[src/rtl/conv_proc_elem_pkg.sv]
// Shared types, default widths and the saturating add used by the conv PE.
// The saturating add is only instantiated when PROC_ELEM_SAT_EN is defined.
package proc_elem_pkg;

  localparam int DEF_DATA_W = 8;
  localparam int DEF_ACC_W  = 24;
  localparam int SAT_W      = 64;

  typedef logic signed [DEF_DATA_W-1:0] sample_t;
  typedef logic signed [DEF_DATA_W-1:0] weight_t;
  typedef logic signed [DEF_ACC_W-1:0]  acc_t;
  typedef logic signed [SAT_W-1:0]      wide_t;

  // Adds two sign-extended operands and clamps the result to a signed acc_w-bit range.
  function automatic wide_t sat_add(input wide_t a, input wide_t b, input int acc_w,
                                    output logic sat);
    logic signed [SAT_W:0] sum;
    logic signed [SAT_W:0] one;
    logic signed [SAT_W:0] hi;
    logic signed [SAT_W:0] lo;
    one     = 1;
    sum     = {a[SAT_W-1], a} + {b[SAT_W-1], b};
    hi      = (one <<< (acc_w - 1)) - one;
    lo      = -(one <<< (acc_w - 1));
    sat     = 1'b0;
    sat_add = sum[SAT_W-1:0];
    if (sum > hi) begin
      sat     = 1'b1;
      sat_add = hi[SAT_W-1:0];
    end else if (sum < lo) begin
      sat     = 1'b1;
      sat_add = lo[SAT_W-1:0];
    end
  endfunction

endpackage

[src/rtl/conv_proc_elem_if.sv]
// Sample/partial-sum link of one conv PE: master drives the stream, slave is the PE.
interface conv_proc_elem_if #(
  parameter int DATA_W = 8,
  parameter int ACC_W  = 24
);
  logic                     valid_in;
  logic signed [DATA_W-1:0] x_in;
  logic signed [ACC_W-1:0]  y_in;
  logic signed [DATA_W-1:0] weight;
  logic                     weight_ld;
  logic signed [DATA_W-1:0] x_out;
  logic signed [ACC_W-1:0]  y_out;
  logic                     valid_out;
  logic                     y_sat;

  modport master (
    output valid_in, x_in, y_in, weight, weight_ld,
    input  x_out, y_out, valid_out, y_sat
  );

  modport slave (
    input  valid_in, x_in, y_in, weight, weight_ld,
    output x_out, y_out, valid_out, y_sat
  );
endinterface

[src/rtl/conv_proc_elem_mac.sv]
// pe_mac: combinational y_in + sext(w * x). PROC_ELEM_SAT_EN selects clamping
// to the accumulator range; otherwise the sum wraps modulo 2^ACC_W.
module pe_mac
  import proc_elem_pkg::*;
#(
  parameter int DATA_W = DEF_DATA_W,
  parameter int ACC_W  = DEF_ACC_W
) (
  input  logic signed [DATA_W-1:0] w,
  input  logic signed [DATA_W-1:0] x,
  input  logic signed [ACC_W-1:0]  y_in,
  output logic signed [ACC_W-1:0]  y_sum,
  output logic                     sat
);

  logic signed [2*DATA_W-1:0] prod;
  logic signed [ACC_W-1:0]    prod_ext;
`ifdef PROC_ELEM_SAT_EN
  wide_t                      wide_sum;
`endif

  always_comb begin
    prod     = (2*DATA_W)'(w) * (2*DATA_W)'(x);
    prod_ext = ACC_W'(prod);
`ifdef PROC_ELEM_SAT_EN
    wide_sum = sat_add(SAT_W'(y_in), SAT_W'(prod_ext), ACC_W, sat);
    y_sum    = wide_sum[ACC_W-1:0];
`else
    y_sum    = y_in + prod_ext;
    sat      = 1'b0;
`endif
  end

endmodule

[src/rtl/conv_proc_elem.sv]
// Systolic 1-D convolution PE: stationary weight, x forwarded through X_DELAY
// valid-gated stages, y_out = y_in + w*x. Saturation via PROC_ELEM_SAT_EN (see pe_mac).
module conv_proc_elem
  import proc_elem_pkg::*;
#(
  parameter int DATA_W  = DEF_DATA_W,
  parameter int ACC_W   = DEF_ACC_W,
  parameter int X_DELAY = 1
) (
  input logic             clk,
  input logic             rst,
  conv_proc_elem_if.slave pe
);

  logic signed [DATA_W-1:0] w_q, w_d;
  logic signed [DATA_W-1:0] x_q [X_DELAY];
  logic signed [DATA_W-1:0] x_d [X_DELAY];
  logic signed [ACC_W-1:0]  y_q, y_d;
  logic                     valid_q, valid_d;
  logic                     sat_q, sat_d;
  logic signed [ACC_W-1:0]  mac_sum;
  logic                     mac_sat;

  // The MAC always sees the registered weight, so a coincident load takes effect next cycle.
  pe_mac #(
    .DATA_W (DATA_W),
    .ACC_W  (ACC_W)
  ) u_mac (
    .w     (w_q),
    .x     (pe.x_in),
    .y_in  (pe.y_in),
    .y_sum (mac_sum),
    .sat   (mac_sat)
  );

  always_comb begin
    w_d     = pe.weight_ld ? pe.weight : w_q;
    x_d     = x_q;
    y_d     = y_q;
    valid_d = 1'b0;
    sat_d   = sat_q;
    if (pe.valid_in) begin
      x_d[0] = pe.x_in;
      for (int i = 1; i < X_DELAY; i++) begin
        x_d[i] = x_q[i-1];
      end
      y_d     = mac_sum;
      valid_d = 1'b1;
      sat_d   = sat_q | mac_sat;
    end
  end

  always_ff @(posedge clk) begin
    if (rst) begin
      w_q     <= '0;
      for (int i = 0; i < X_DELAY; i++) begin
        x_q[i] <= '0;
      end
      y_q     <= '0;
      valid_q <= 1'b0;
      sat_q   <= 1'b0;
    end else begin
      w_q     <= w_d;
      x_q     <= x_d;
      y_q     <= y_d;
      valid_q <= valid_d;
      sat_q   <= sat_d;
    end
  end

  assign pe.x_out     = x_q[X_DELAY-1];
  assign pe.y_out     = y_q;
  assign pe.valid_out = valid_q;
  assign pe.y_sat     = sat_q;

endmodule

[src/flat_wrapper.sv]
// flat-port wrapper written by rule: the top's interface ports become plain ports
module conv_proc_elem_flat import proc_elem_pkg::*;
#(
  parameter int DATA_W  = DEF_DATA_W,
  parameter int ACC_W   = DEF_ACC_W,
  parameter int X_DELAY = 1
)
  (clk, rst, pe_valid_in, pe_x_in, pe_y_in, pe_weight, pe_weight_ld, pe_x_out, pe_y_out, pe_valid_out, pe_y_sat);
  conv_proc_elem_if #(.DATA_W(DATA_W), .ACC_W(ACC_W)) pe_i ();
  input logic clk;
  input logic rst;
  input wire logic [$bits(pe_i.valid_in)-1:0] pe_valid_in;
  input wire logic [$bits(pe_i.x_in)-1:0] pe_x_in;
  input wire logic [$bits(pe_i.y_in)-1:0] pe_y_in;
  input wire logic [$bits(pe_i.weight)-1:0] pe_weight;
  input wire logic [$bits(pe_i.weight_ld)-1:0] pe_weight_ld;
  output wire logic [$bits(pe_i.x_out)-1:0] pe_x_out;
  output wire logic [$bits(pe_i.y_out)-1:0] pe_y_out;
  output wire logic [$bits(pe_i.valid_out)-1:0] pe_valid_out;
  output wire logic [$bits(pe_i.y_sat)-1:0] pe_y_sat;
  assign pe_i.valid_in = pe_valid_in;
  assign pe_i.x_in = pe_x_in;
  assign pe_i.y_in = pe_y_in;
  assign pe_i.weight = pe_weight;
  assign pe_i.weight_ld = pe_weight_ld;
  assign pe_x_out = pe_i.x_out;
  assign pe_y_out = pe_i.y_out;
  assign pe_valid_out = pe_i.valid_out;
  assign pe_y_sat = pe_i.y_sat;
  conv_proc_elem #(.DATA_W(DATA_W), .ACC_W(ACC_W), .X_DELAY(X_DELAY)) u_core (.clk(clk), .rst(rst), .pe(pe_i));
endmodule
[config.mk]
export PLATFORM = sky130hd
export DESIGN_NAME = conv_proc_elem_flat
export DESIGN_NICKNAME = d
export VERILOG_FILES = /design/src/rtl/conv_proc_elem_pkg.sv /design/src/rtl/conv_proc_elem_if.sv /design/src/rtl/conv_proc_elem_mac.sv /design/src/rtl/conv_proc_elem.sv /design/src/flat_wrapper.sv
export SDC_FILE = /design/constraint.sdc
export NUM_CORES = 1
export LEC_CHECK = 0
export CELL_PAD_IN_SITES_DETAIL_PLACEMENT = 1
export CELL_PAD_IN_SITES_GLOBAL_PLACEMENT = 1
export CORE_MARGIN = 1
export CORE_UTILIZATION = 30
export DETAILED_ROUTE_END_ITERATION = 6
export GPL_TIMING_DRIVEN = 0
export PLACE_DENSITY = 0.66
export SYNTH_ARGS = -nofsm -noshare
export SYNTH_HDL_FRONTEND = slang
export SYNTH_HIERARCHICAL = 1
export SYNTH_SLANG_ARGS = --single-unit
[constraint.sdc]
create_clock -name clk -period 8.3 [get_ports clk]
set_input_delay 1.245 -clock clk [delete_from_list [all_inputs] [get_ports clk]]
set_output_delay 1.245 -clock clk [all_outputs]
set_load 0.05 [all_outputs]
==> Word-level counts from Yosys, hierarchy flattened <==
Index checks and enable logic that the tools add are counted.
Widths: inputs -> output; s select.
{ "word_totals": {"reg_bits": 41, "inputBits": 44, "elab_cells": 7} }
{ "op_classes": {"add_sub_neg": 1, "multipliers": 1, "muxes": 1} }
{ "op_table": {"columns": ["op", "n"], "rows": [
  ["$add 24x16->24", 1],
  ["$mul 8x8->16", 1],
  ["$mux 1", 1]
]} }

==> Logic depth before layout (Yosys ltp) <==
Gate-level depths: netlist of the first run.
{ "logic_depth": {"depth_word": 2, "mapped_depth": 19} }

==> By module <==
The synthesis of the first run kept the hierarchy.
{ "by_module_without_submodules": {"columns": ["module", "instances", "cells_each", "area_each_um2", "seq_area_each_um2"], "rows": [
  ["pe_mac", 1, 423, 4182.8, 0.0],
  ["conv_proc_elem", 1, 135, 1507.7, 840.8]
]} }

==> Least setup slack after synthesis of the first run <==
No wires, ideal clock.
{ "synth_path": {"path_kind": "in2reg", "from": "input port pe_x_in[0]", "to": "register u_core.y_q[23] (netlist: u_core/pe.y_out[23])", "arrival_time_ns": 5.983, "slack_ns": 2.200, "cell_stages": 17, "path_buffers": 0, "path_cell_list": "and2_1 > inv_1 > fa_1 > inv_1 > fa_1 > fa_1 > fa_1 > fa_1 > ha_1 > o211ai_1 > o211ai_1 > a21boi_1 > o31a_1 > o21ai_2 > xnor2_1 > mux2i_1 > nor2_1"} }
{ "synth_via": {"elab_chain_cells": 2} }
{ "synth_rtl": {"columns": ["item", "line_no", "text"], "rows": [
  ["start, declared", "flat_wrapper.sv:13", "input wire logic [$bits(pe_i.x_in)-1:0] pe_x_in;"],
  ["$mul 8x8->16", "conv_proc_elem_mac.sv:23", "prod = (2*DATA_W)'(w) * (2*DATA_W)'(x);"],
  ["$add 24x16->24", "conv_proc_elem_mac.sv:29", "y_sum = y_in + prod_ext;"],
  ["net u_core.mac_sum[23]", "conv_proc_elem.sv:21", "logic signed [ACC_W-1:0] mac_sum;"],
  ["end signal, assigned", "conv_proc_elem.sv:65", "y_q <= y_d;"],
  ["end, declared", "conv_proc_elem.sv:18", "logic signed [ACC_W-1:0] y_q, y_d;"]
]} }
The timed path passes the listed nets, and every way through them passes these cells.
A chain may end at the register's enable or synchronous reset.

==> Worst setup path after layout of the first run <==
Same ends and word-level chain as after synthesis.

==> results of run 1 <==
==> power breakdown <==
part	total [mW]	internal, mW	leakage, nW	switching [mW]
Clock	0.205	0.112	0.0708	0.0930
Combinational	1.53	0.632	2.84	0.902
Sequential	0.271	0.242	0.347	0.0289
Total	2.01	0.986	3.26	1.02
==> kinds of logic after synthesis <==
group	Yosys count	synth area share (%)
simple gates	144	12.16
xor+xnor	22	3.386
flops	42	14.78
other cells	1	0.06590
mux	41	7.212
compound gates	51	6.201
fa+ha+maj	158	48.46
buf+inv	99	7.740
==> flip-flops by register name, summed over array words and instances (netlist names) <==
| register | cells |
|---|---|
| u_core/pe.valid_out | 1 |
| u_core/pe.y_out | 24 |
| u_core/pe.x_out | 8 |
| u_core/pe.y_sat | 1 |
| u_core/w_q | 8 |
==> metrics by stage <==
stage               total power [mW]  instances  setup slack [ps]
CTS                            2.047        874             893.2
floorplan                      1.410        558              2200
detailed placement             1.820        866             576.4
global placement               1.762        866             785.6
global route                   2.226        874             508.2
finish                         2.010        874              1047
==> layout make-up <==
cell class / instances / share of cell area [%]
flip-flops and latches: 42 / 12.24
well taps: 234 / 4.264
clock inverters: 2 / 0.2004
plain buffers: 12 / 1.658
repair buffers: 74 / 10.79
inverters: 87 / 4.756
clock buffers: 6 / 1.877
multi-input cells: 417 / 64.21
==> routing by layer <==
metal  share of wire (%)  wire length (µm)
met3                 3.2               482
met5                   0                 0
met2                  53              7883
met1                  42              6298
met4                 1.9               289
==> cells in the mapped netlist, types with 2 or more instances <==
library cell / n
fa_1: 104
inv_1: 86
nor2_1: 56
ha_1: 54
dfxtp_1: 42
mux2i_1: 41
and2_1: 36
nand2_1: 26
xnor2_1: 16
a21oi_1: 14
nor3_1: 6
o21ai_0: 6
xor2_1: 6
nand4_1: 5
a31oi_1: 4
buf_2: 4
nand3_1: 4
o21ai_1: 4
a211oi_1: 3
a21o_1: 3
buf_12: 3
nand2b_1: 3
o21bai_1: 3
and3_1: 2
buf_4: 2
clkbuf_1: 2
nor2b_1: 2
nor4_1: 2
o211ai_1: 2
==> worst max-delay path, cell delays in order <==
cell and delay, ps:
clkdlybuf4s50_1 750, and2_1 990, inv_1 180, fa_1 540, inv_1 60, fa_1 530
fa_1 460, fa_1 580, fa_1 430, ha_1 390, o211ai_1 160, o211ai_1 250
a21boi_1 140, o31a_1 310, o21ai_2 140, xnor2_1 100, mux2i_1 150, nor2_1 50
==> final timing paths <==
| check | depth (start not counted) | end | start |
|---|---|---|---|
| setup / recovery | 18 | u_core/pe.y_out[23] | pe_x_in[0] |
| hold / removal | 2 | u_core/pe.y_sat | u_core/pe.y_sat |
| setup reg to reg | 17 | u_core/pe.y_out[23] | u_core/w_q[7] |
| hold reg to reg | 2 | u_core/pe.y_sat | u_core/pe.y_sat |
==> cells in the final DEF, fill, tap and decap left out, types with 14 or more instances in the layout <==
cell type	instances
and2_1	36
dfxtp_1	42
mux2i_1	41
xnor2_1	16
nor2_1	56
ha_1	54
fa_1	104
inv_1	86
nand2_1	26
a21oi_1	14
clkdlybuf4s50_1	74
==> results.yml, run 1 <==
placed_design:
  gp_congestion: 0.8426
  hpwl_mm: 12.43
  placed_area_um2: 6724
  numPortBuffers: 74
yosys:
  synth_seq_area_share_pct: 14.78
  synth-warning-count: 6
  synthTopCellsByArea: "fa_1 (37%), dfxtp_1 (15%), ha_1 (12%), mux2i_1 (7.2%), inv_1 (5.7%)"
  syn_area_per_cell_um2: 10.20
  ys_async_sr_fraction_pct: 0
  synth_edf_count: 0
  netlist_instances: 558
  syn-cell-area_um2: 5690
  synth_top_flop_cell: "dfxtp_1"
  synth.top_cell.area_share_pct: 36.59
  synth_largest_area_cell: "fa_1"
  synth.distinct_cells: 46
  ys_seq_elements: 42
  synth_nets: 760
final_layout:
  n_fill_cell: 2123
  multiInputGateArea_um2: 4409
  diodes: 0
  finish.instance_area_um2: 6867
  syn2layout_area_growth_pct: 20.67
  final_util_pct: 36.83
  ff_latch_area_um2: 840.8
  drive_above_1_share_pct: 3.594
  nNetsFinal: 841
drt:
  wl_per_cell_um: 17.11
  via_per_inst: 4.792
  vias: 4188
  drc: 0
  ant_nets: 0
  first_pass_iters: 4
  drtIter0Drc: 148
  routed_wl_mm: 14.95
die:
  die-area_um2: 19520
  initial_utilization_pct: 30.52
  fp.dieW_um: 139.7
  die_h_um: 139.7
  rows: 50
  ioPinCount: 78
  core_area_um2: 18640
sta:
  setup-tns-final_ps: 0
  hold_ws_ps: 476.6
  slew_headroom_pct: 21.07
  fin_crit_ps: 7253
  fin_worst_skew_ps: 13.99
  rsz0062_at_grt: "no"
  min_period_over_period_pct: 87.38
  tightestPinTransition_ps: 1184
  hold_viol_final: 0
  slew_viol_final: 0
  clock.fmax_ghz: 0.1379
  setup_viol: 0
clocking:
  clk_latency_ps: 300
  cts-root-buf: "clkbuf_16"
  hold_buffers: 0
  htree_levels: 2
  clk_pin_slew_ps: 70
  cts_buffer_depth: 2
  cts_sinks: 42
  cts_resized: 0
  cts_tree: "yes"
  post_cts_buffers: 0
  cts_buffers: 5
setup_path:
  path_class: "in2reg"
  end_kind: "flop"
  worst_setup_path_start_kind: "primary input"
  worstPathMaxFanout: 17
  cp.required_ps: 8490
  worstPathArrival_ps: 7440
  reg2reg_slack_ps: 2250
grt:
  grt_pass1_vias: 4871
  met3_usage_pct: 3.097
  grt_use_met1_pct: 19.92
  gr-total-overflow: 0
  grt.busiest_layer: "met2"
  grt_pass1_wl_mm: 25.30
  grt_max_degree: 18
  use_met2_pct: 30.47
  grt_antenna_before_repair: 0
  track_usage_pct: 16.57
power_and_ir_drop:
  powerDensity_nw_per_um2: 292.7
  ir_drop_mv: 0.1930
  leakagePower_nw: 3.260
min_path:
  hold_path_class: "reg2reg"
outcome:
  status: "complete, no violations"
run:
  cap_violations: 0
Note: power is estimated with default switching activity, not from simulation.
==> run 2: changes to the inputs <==
--- a/config.mk
+++ b/config.mk
@@ -5,13 +5,11 @@
 export SDC_FILE = /design/constraint.sdc
 export NUM_CORES = 1
 export LEC_CHECK = 0
-export CELL_PAD_IN_SITES_DETAIL_PLACEMENT = 1
-export CELL_PAD_IN_SITES_GLOBAL_PLACEMENT = 1
 export CORE_MARGIN = 1
 export CORE_UTILIZATION = 30
 export DETAILED_ROUTE_END_ITERATION = 6
 export GPL_TIMING_DRIVEN = 0
-export PLACE_DENSITY = 0.66
+export PLACE_DENSITY = 0.56
 export SYNTH_ARGS = -nofsm -noshare
 export SYNTH_HDL_FRONTEND = slang
 export SYNTH_HIERARCHICAL = 1
==> run 2 against run 1 <==
Against the previous run:
- count of clock-buffer cells in the layout is 1 lower
- critical path depth unchanged
- register-to-register slack better by 90 ps
- die area did not move
- combinational power decreased by 3%
- clock power is 15% higher
- total power is 0.85% lower
- core utilization rose by 0.14 points
- first-iteration DRC count up 13%
- non-clock buffer count did not move
- sequential share of layout area barely moved
- critical path type unchanged
- critical endpoint unchanged
==> results.yml, run 2 (synthesis results as in run 1) <==
outcome:
  status: "complete, no violations"
setup_path:
  r2r_cells: 17
  r2r_start: "u_core/w_q[7]"
  worst_setup_path_start_kind: "primary input"
  path_class: "in2reg"
  worstPathMaxFanout: 17
  worstPathArrival_ps: 7290
  r2r_end: "u_core/pe.y_out[23]"
  cp.required_ps: 8480
  reg2reg_slack_ps: 2340
  end_kind: "flop"
final_layout:
  diodes: 0
  largest_reg_flops: 24
  syn2layout_area_growth_pct: 21.13
  final_cell_mix: "fa_1 (104), inv_1 (86), clkdlybuf4s50_1 (74), nor2_1 (56), ha_1 (54)"
  nNetsFinal: 841
  drive_above_1_share_pct: 3.750
  n_fill_cell: 1872
  layout_commonest_cell: "fa_1"
die:
  rows: 50
  fp.dieW_um: 139.7
  initial_utilization_pct: 30.52
  ioPinCount: 78
  core_area_um2: 18640
  die_h_um: 139.7
  die-area_um2: 19520
sta:
  rsz0062_at_grt: "no"
  fin_worst_skew_ps: 9.971
  slew_headroom_pct: 22.63
  min_period_over_period_pct: 85.64
  fin_crit_ps: 7108
  setup-tns-final_ps: 0
  tightestPinTransition_ps: 1161
  hold_viol_final: 0
  clock.fmax_ghz: 0.1407
  slew_viol_final: 0
  setup_viol: 0
clocking:
  hold_buffers: 0
  cts-root-buf: "clkbuf_16"
  cts_buffer_depth: 2
  cts_sinks: 42
  cts_tree: "yes"
  htree_levels: 2
  post_cts_buffers: 0
  cts_buffers: 5
  clk_latency_ps: 300
  clk_pin_slew_ps: 70
  cts_resized: 0
grt:
  grt_antenna_before_repair: 0
  met3_usage_pct: 2.512
  use_met2_pct: 24.87
  track_usage_pct: 14.41
  gr-total-overflow: 0
  grt_max_degree: 18
  grt_pass1_vias: 4382
  grt_use_met1_pct: 18.66
  grt.busiest_layer: "met2"
  grt_pass1_wl_mm: 22.19
drt:
  routed_wl_mm: 13.38
  drc: 0
  ant_nets: 0
  drtIter0Drc: 167
  via_per_inst: 4.695
  first_pass_iters: 4
  vias: 4103
  wl_per_cell_um: 15.31
min_path:
  hold_path_class: "reg2reg"
  hold-path-cell-count: 2
  hp-start: "u_core/pe.y_sat"
  worstHoldEndpoint: "u_core/pe.y_sat"
placed_design:
  hpwl_mm: 11.15
  gp_congestion: 0.8232
  numPortBuffers: 74
power_and_ir_drop:
  p_total_mw: 1.992
  powerDensity_nw_per_um2: 289.1
  switching_share_pct: 49.34
  p_seq_share_pct: 13.6
  leakagePower_nw: 3.273
  combinationalPowerShare_pct: 74.6
  p_switching_uw: 983.1
  p_clk_share_pct: 11.8
  ir_drop_mv: 0.1485
  p_int_mw: 1.009
run:
  cap_violations: 0
## run 2: worst max path at each step
stage | startpoint | end | slack (ps) | depth (start not counted)
3_5_place_dp | pe_x_in[0] | u_core/pe.y_out[23] | 770 | 18
6_report | pe_x_in[0] | u_core/pe.y_out[23] | 1190 | 18
2_1_floorplan | pe_x_in[0] | u_core/pe.y_out[23] | 2200 | 17
3_3_place_gp | pe_x_in[0] | u_core/pe.y_out[23] | 780 | 18
5_1_grt | pe_x_in[0] | u_core/pe.y_out[23] | 760 | 18
4_1_cts | pe_x_in[0] | u_core/pe.y_out[23] | 1080 | 18
## run 2: power groups by stage
stage          clock network, mW  registers, mW  logic [mW]
2_1_floorplan                  0          0.385        1.02
3_3_place_gp                   0          0.276        1.46
3_5_place_dp                   0          0.276        1.49
4_1_cts                    0.244          0.273        1.51
5_1_grt                    0.253          0.276        1.65
6_report                   0.236          0.271        1.49
## run 2: layout make-up
type | count | area (µm²) | area share, %
Clock buffer | 5 | 125.1 | 1.815
Tap cell | 234 | 292.8 | 4.248
Sequential cell | 42 | 840.8 | 12.20
Clock inverter | 3 | 43.79 | 0.6353
Timing Repair Buffer | 74 | 740.7 | 10.75
Multi-Input combinational cell | 417 | 4409 | 63.97
Inverter | 87 | 326.6 | 4.738
Buffer | 12 | 113.9 | 1.652
## run 2: per-layer routing
| metal | routed length (µm) | vias up | part of all wire, % |
|---|---|---|---|
| li1 | - | 1944 | - |
| met2 | 6742 | 85 | 50 |
| met5 | 0 | - | 0 |
| met4 | 192 | 0 | 1.4 |
| met1 | 5924 | 2062 | 44 |
| met3 | 524 | 12 | 3.9 |
## run 2: critical path, cell delays in order
cell and delay (ps):
clkdlybuf4s50_1 700, and2_1 960, inv_1 140, fa_1 520, inv_1 70, fa_1 520
fa_1 440, fa_1 570, fa_1 420, ha_1 380, o211ai_1 160, o211ai_1 270
a21boi_1 150, o31a_1 300, o21ai_2 150, xnor2_1 100, mux2i_1 130, nor2_1 50
## run 2: through the flow
| stage | setup WS (ps) | cell area [µm²] | utilization [%] | hold slack (ps) | instances |
|---|---|---|---|---|---|
| 2_1_floorplan | 2200 | 5690 | - | 539.3 | 558 |
| 3_3_place_gp | 784.2 | 6724 | 36.07 | 451.7 | 866 |
| 3_5_place_dp | 766.8 | 6724 | 36.07 | 486.5 | 866 |
| 4_1_cts | 1079 | 6893 | 36.97 | 500.9 | 874 |
| 5_1_grt | 756.9 | 6893 | 36.97 | 521.8 | 874 |
| 6_report | 1192 | 6893 | 36.97 | 483.2 | 874 |
==> run 3: changes to the inputs <==
--- a/config.mk
+++ b/config.mk
@@ -6,10 +6,10 @@
 export NUM_CORES = 1
 export LEC_CHECK = 0
 export CORE_MARGIN = 1
-export CORE_UTILIZATION = 30
+export CORE_UTILIZATION = 55
 export DETAILED_ROUTE_END_ITERATION = 6
 export GPL_TIMING_DRIVEN = 0
-export PLACE_DENSITY = 0.56
+export PLACE_DENSITY = 0.87
 export SYNTH_ARGS = -nofsm -noshare
 export SYNTH_HDL_FRONTEND = slang
 export SYNTH_HIERARCHICAL = 1
==> run 3 against run 2 <==
Against the previous run:
- register-to-register slack improved by 90 ps
- via count increased by 2.9%
- critical endpoint unchanged
- final area decreased by 2.7%
- total power decreased by 2.3%
- global-route usage increased by 11 points
- sequential power about the same
- combinational power about the same
- largest power group unchanged
==> results.yml, run 3 (synthesis results as in run 1) <==
placed_design:
  gp_congestion: 0.9252
  hpwl_mm: 10.42
  dp.cells: 765
  pre_cts_ws_ps: 808.4
  placed_area_um2: 6598
  numPortBuffers: 74
final_layout:
  diodes: 0
  n_fill_cell: 779
  layout_commonest_cell: "fa_1"
  final_cell_mix: "fa_1 (104), inv_1 (86), clkdlybuf4s50_1 (74), nor2_1 (56), ha_1 (54)"
  final_util_pct: 67.71
  finish.instance_area_um2: 6710
  nNetsFinal: 841
  drive_above_1_share_pct: 3.599
  largest_reg_flops: 24
  instances_no_fill: 772
  syn2layout_area_growth_pct: 17.92
drt:
  vias: 4222
  ant_nets: 0
  wl_per_cell_um: 16.66
  via_per_inst: 5.469
  routed_wl_mm: 12.86
  first_pass_iters: 5
  drtIter0Drc: 145
  drc: 0
setup_path:
  reg2reg_slack_ps: 2430
  r2r_end: "u_core/pe.y_out[23]"
  worstPathMaxFanout: 17
  cp-startpoint: "pe_x_in[0]"
  worstPathArrival_ps: 7300
  critical-path-max-stage-delay_ps: 970
  path_class: "in2reg"
  crit_slowest_cell: "and2_1"
  cp.required_ps: 8490
  crit_buf_inv: 3
  path_delay_family: "adder cells"
  r2r_start: "u_core/w_q[7]"
  crit_top_cell: "fa_1"
  r2r_cells: 17
  endpoint: "u_core/pe.y_out[23]"
  path_depth: 18
  worst_setup_path_start_kind: "primary input"
  path_cells: "clkdlybuf4s50_1 > and2_1 > inv_1 > fa_1 > inv_1 > fa_1 > fa_1 > fa_1 > fa_1 > ha_1 > o211ai_1 > o211ai_1 > a21boi_1 > o31a_1 > o21ai_2 > xnor2_1 > mux2i_1 > nor2_1"
  end_kind: "flop"
power_and_ir_drop:
  combinationalPowerShare_pct: 77.3
  leakagePower_nw: 3.246
  p_int_uw: 967.1
  p_total_mw: 1.946
  switching_share_pct: 50.31
  ir_drop_mv: 0.3563
  p_clk_share_pct: 8.8
  p_seq_share_pct: 13.8
  powerDensity_nw_per_um2: 290.0
  p_switching_uw: 979.1
die:
  die-area_um2: 10760
  initial_utilization_pct: 57.42
  ioPinCount: 78
  core_area_um2: 9910
  die_h_um: 103.7
  fp.dieW_um: 103.7
  rows: 36
sta:
  clock.fmax_ghz: 0.1407
  tightestPinTransition_ps: 1163
  setup-tns-final_ps: 0
  finalWorstSetupSlack_ps: 1191
  setup_viol: 0
  hold_ws_ps: 501.4
  hold_viol_final: 0
  min_period_over_period_pct: 85.65
  slew_headroom_pct: 22.48
  fin_crit_ps: 7109
  fin_worst_skew_ps: 7.947
  slew_viol_final: 0
  rsz0062_at_grt: "no"
outcome:
  status: "complete, no violations"
clocking:
  htree_levels: 2
  post_cts_buffers: 0
  cts_tree: "yes"
  cts_sinks: 42
  hold_buffers: 0
  cts_buffer_depth: 2
  cts-root-buf: "clkbuf_8"
  cts_buffers: 5
  cts_resized: 0
  clk_pin_slew_ps: 90
  clk_latency_ps: 300
grt:
  grt_pass1_vias: 4510
  track_usage_pct: 25.24
  grt_max_degree: 18
  grt_antenna_before_repair: 0
  gr-total-overflow: 0
  grt_pass1_wl_mm: 21.55
min_path:
  hold_path_class: "reg2reg"
run:
  cap_violations: 0
## run 3: changes by cell type in the layout (fill, tap and decap cells not counted)
cell / before / now
clkinv_2: 1 / 0
clkbuf_16: 5 / 0
inv_6: 1 / 0
clkbuf_8: 0 / 6
## run 3: worst min-delay path: cells and delay by family (launching register included)
kind             cells  cell delay [ps]
flip-flops           1              330
multiplexers         1               70
AND/OR/NAND/NOR      1               70
## run 3: worst min-delay path by stage
stage                                  start                  to  slack, ps  cells after the start
after floorplan                u_core/w_q[0]       u_core/w_q[0]        540                      2
after global placement       u_core/pe.y_sat     u_core/pe.y_sat        450                      2
after detailed placement  u_core/pe.x_out[1]  u_core/pe.x_out[1]        480                      2
after CTS                 u_core/pe.y_out[3]  u_core/pe.y_out[3]        500                      2
after global routing      u_core/pe.x_out[7]  u_core/pe.x_out[7]        520                      2
final                     u_core/pe.x_out[1]  u_core/pe.x_out[1]        500                      2
## run 3: area by class of cell
type                            instances  area, µm²  area share (%)
Multi-Input combinational cell        417       4409           65.71
Sequential cell                        42      840.8           12.53
Timing Repair Buffer                   74      740.7           11.04
Inverter                               87      326.6           4.867
Tap cell                              133      166.4           2.480
Buffer                                 12      113.9           1.697
Clock buffer                            6      82.58           1.231
Clock inverter                          1      30.03          0.4475
## run 3: power by group through the flow
stage               logic [mW]  registers [mW]  clock network (mW)
detailed placement        1.49           0.273                   0
floorplan                 1.02           0.385                   0
global placement          1.43           0.273                   0
finish                    1.50           0.269               0.172
global route              1.68           0.273               0.183
CTS                       1.50           0.269               0.177
## run 3: layer usage
layer,share of wire (%),wire [µm],vias up,track usage [%]
li1,-,-,1937,-
met1,39,5017,2115,30.45
met2,53,6857,141,46.31
met3,4.9,629,29,4.028
met4,2.8,357,0,7.449
met5,0,0,-,0
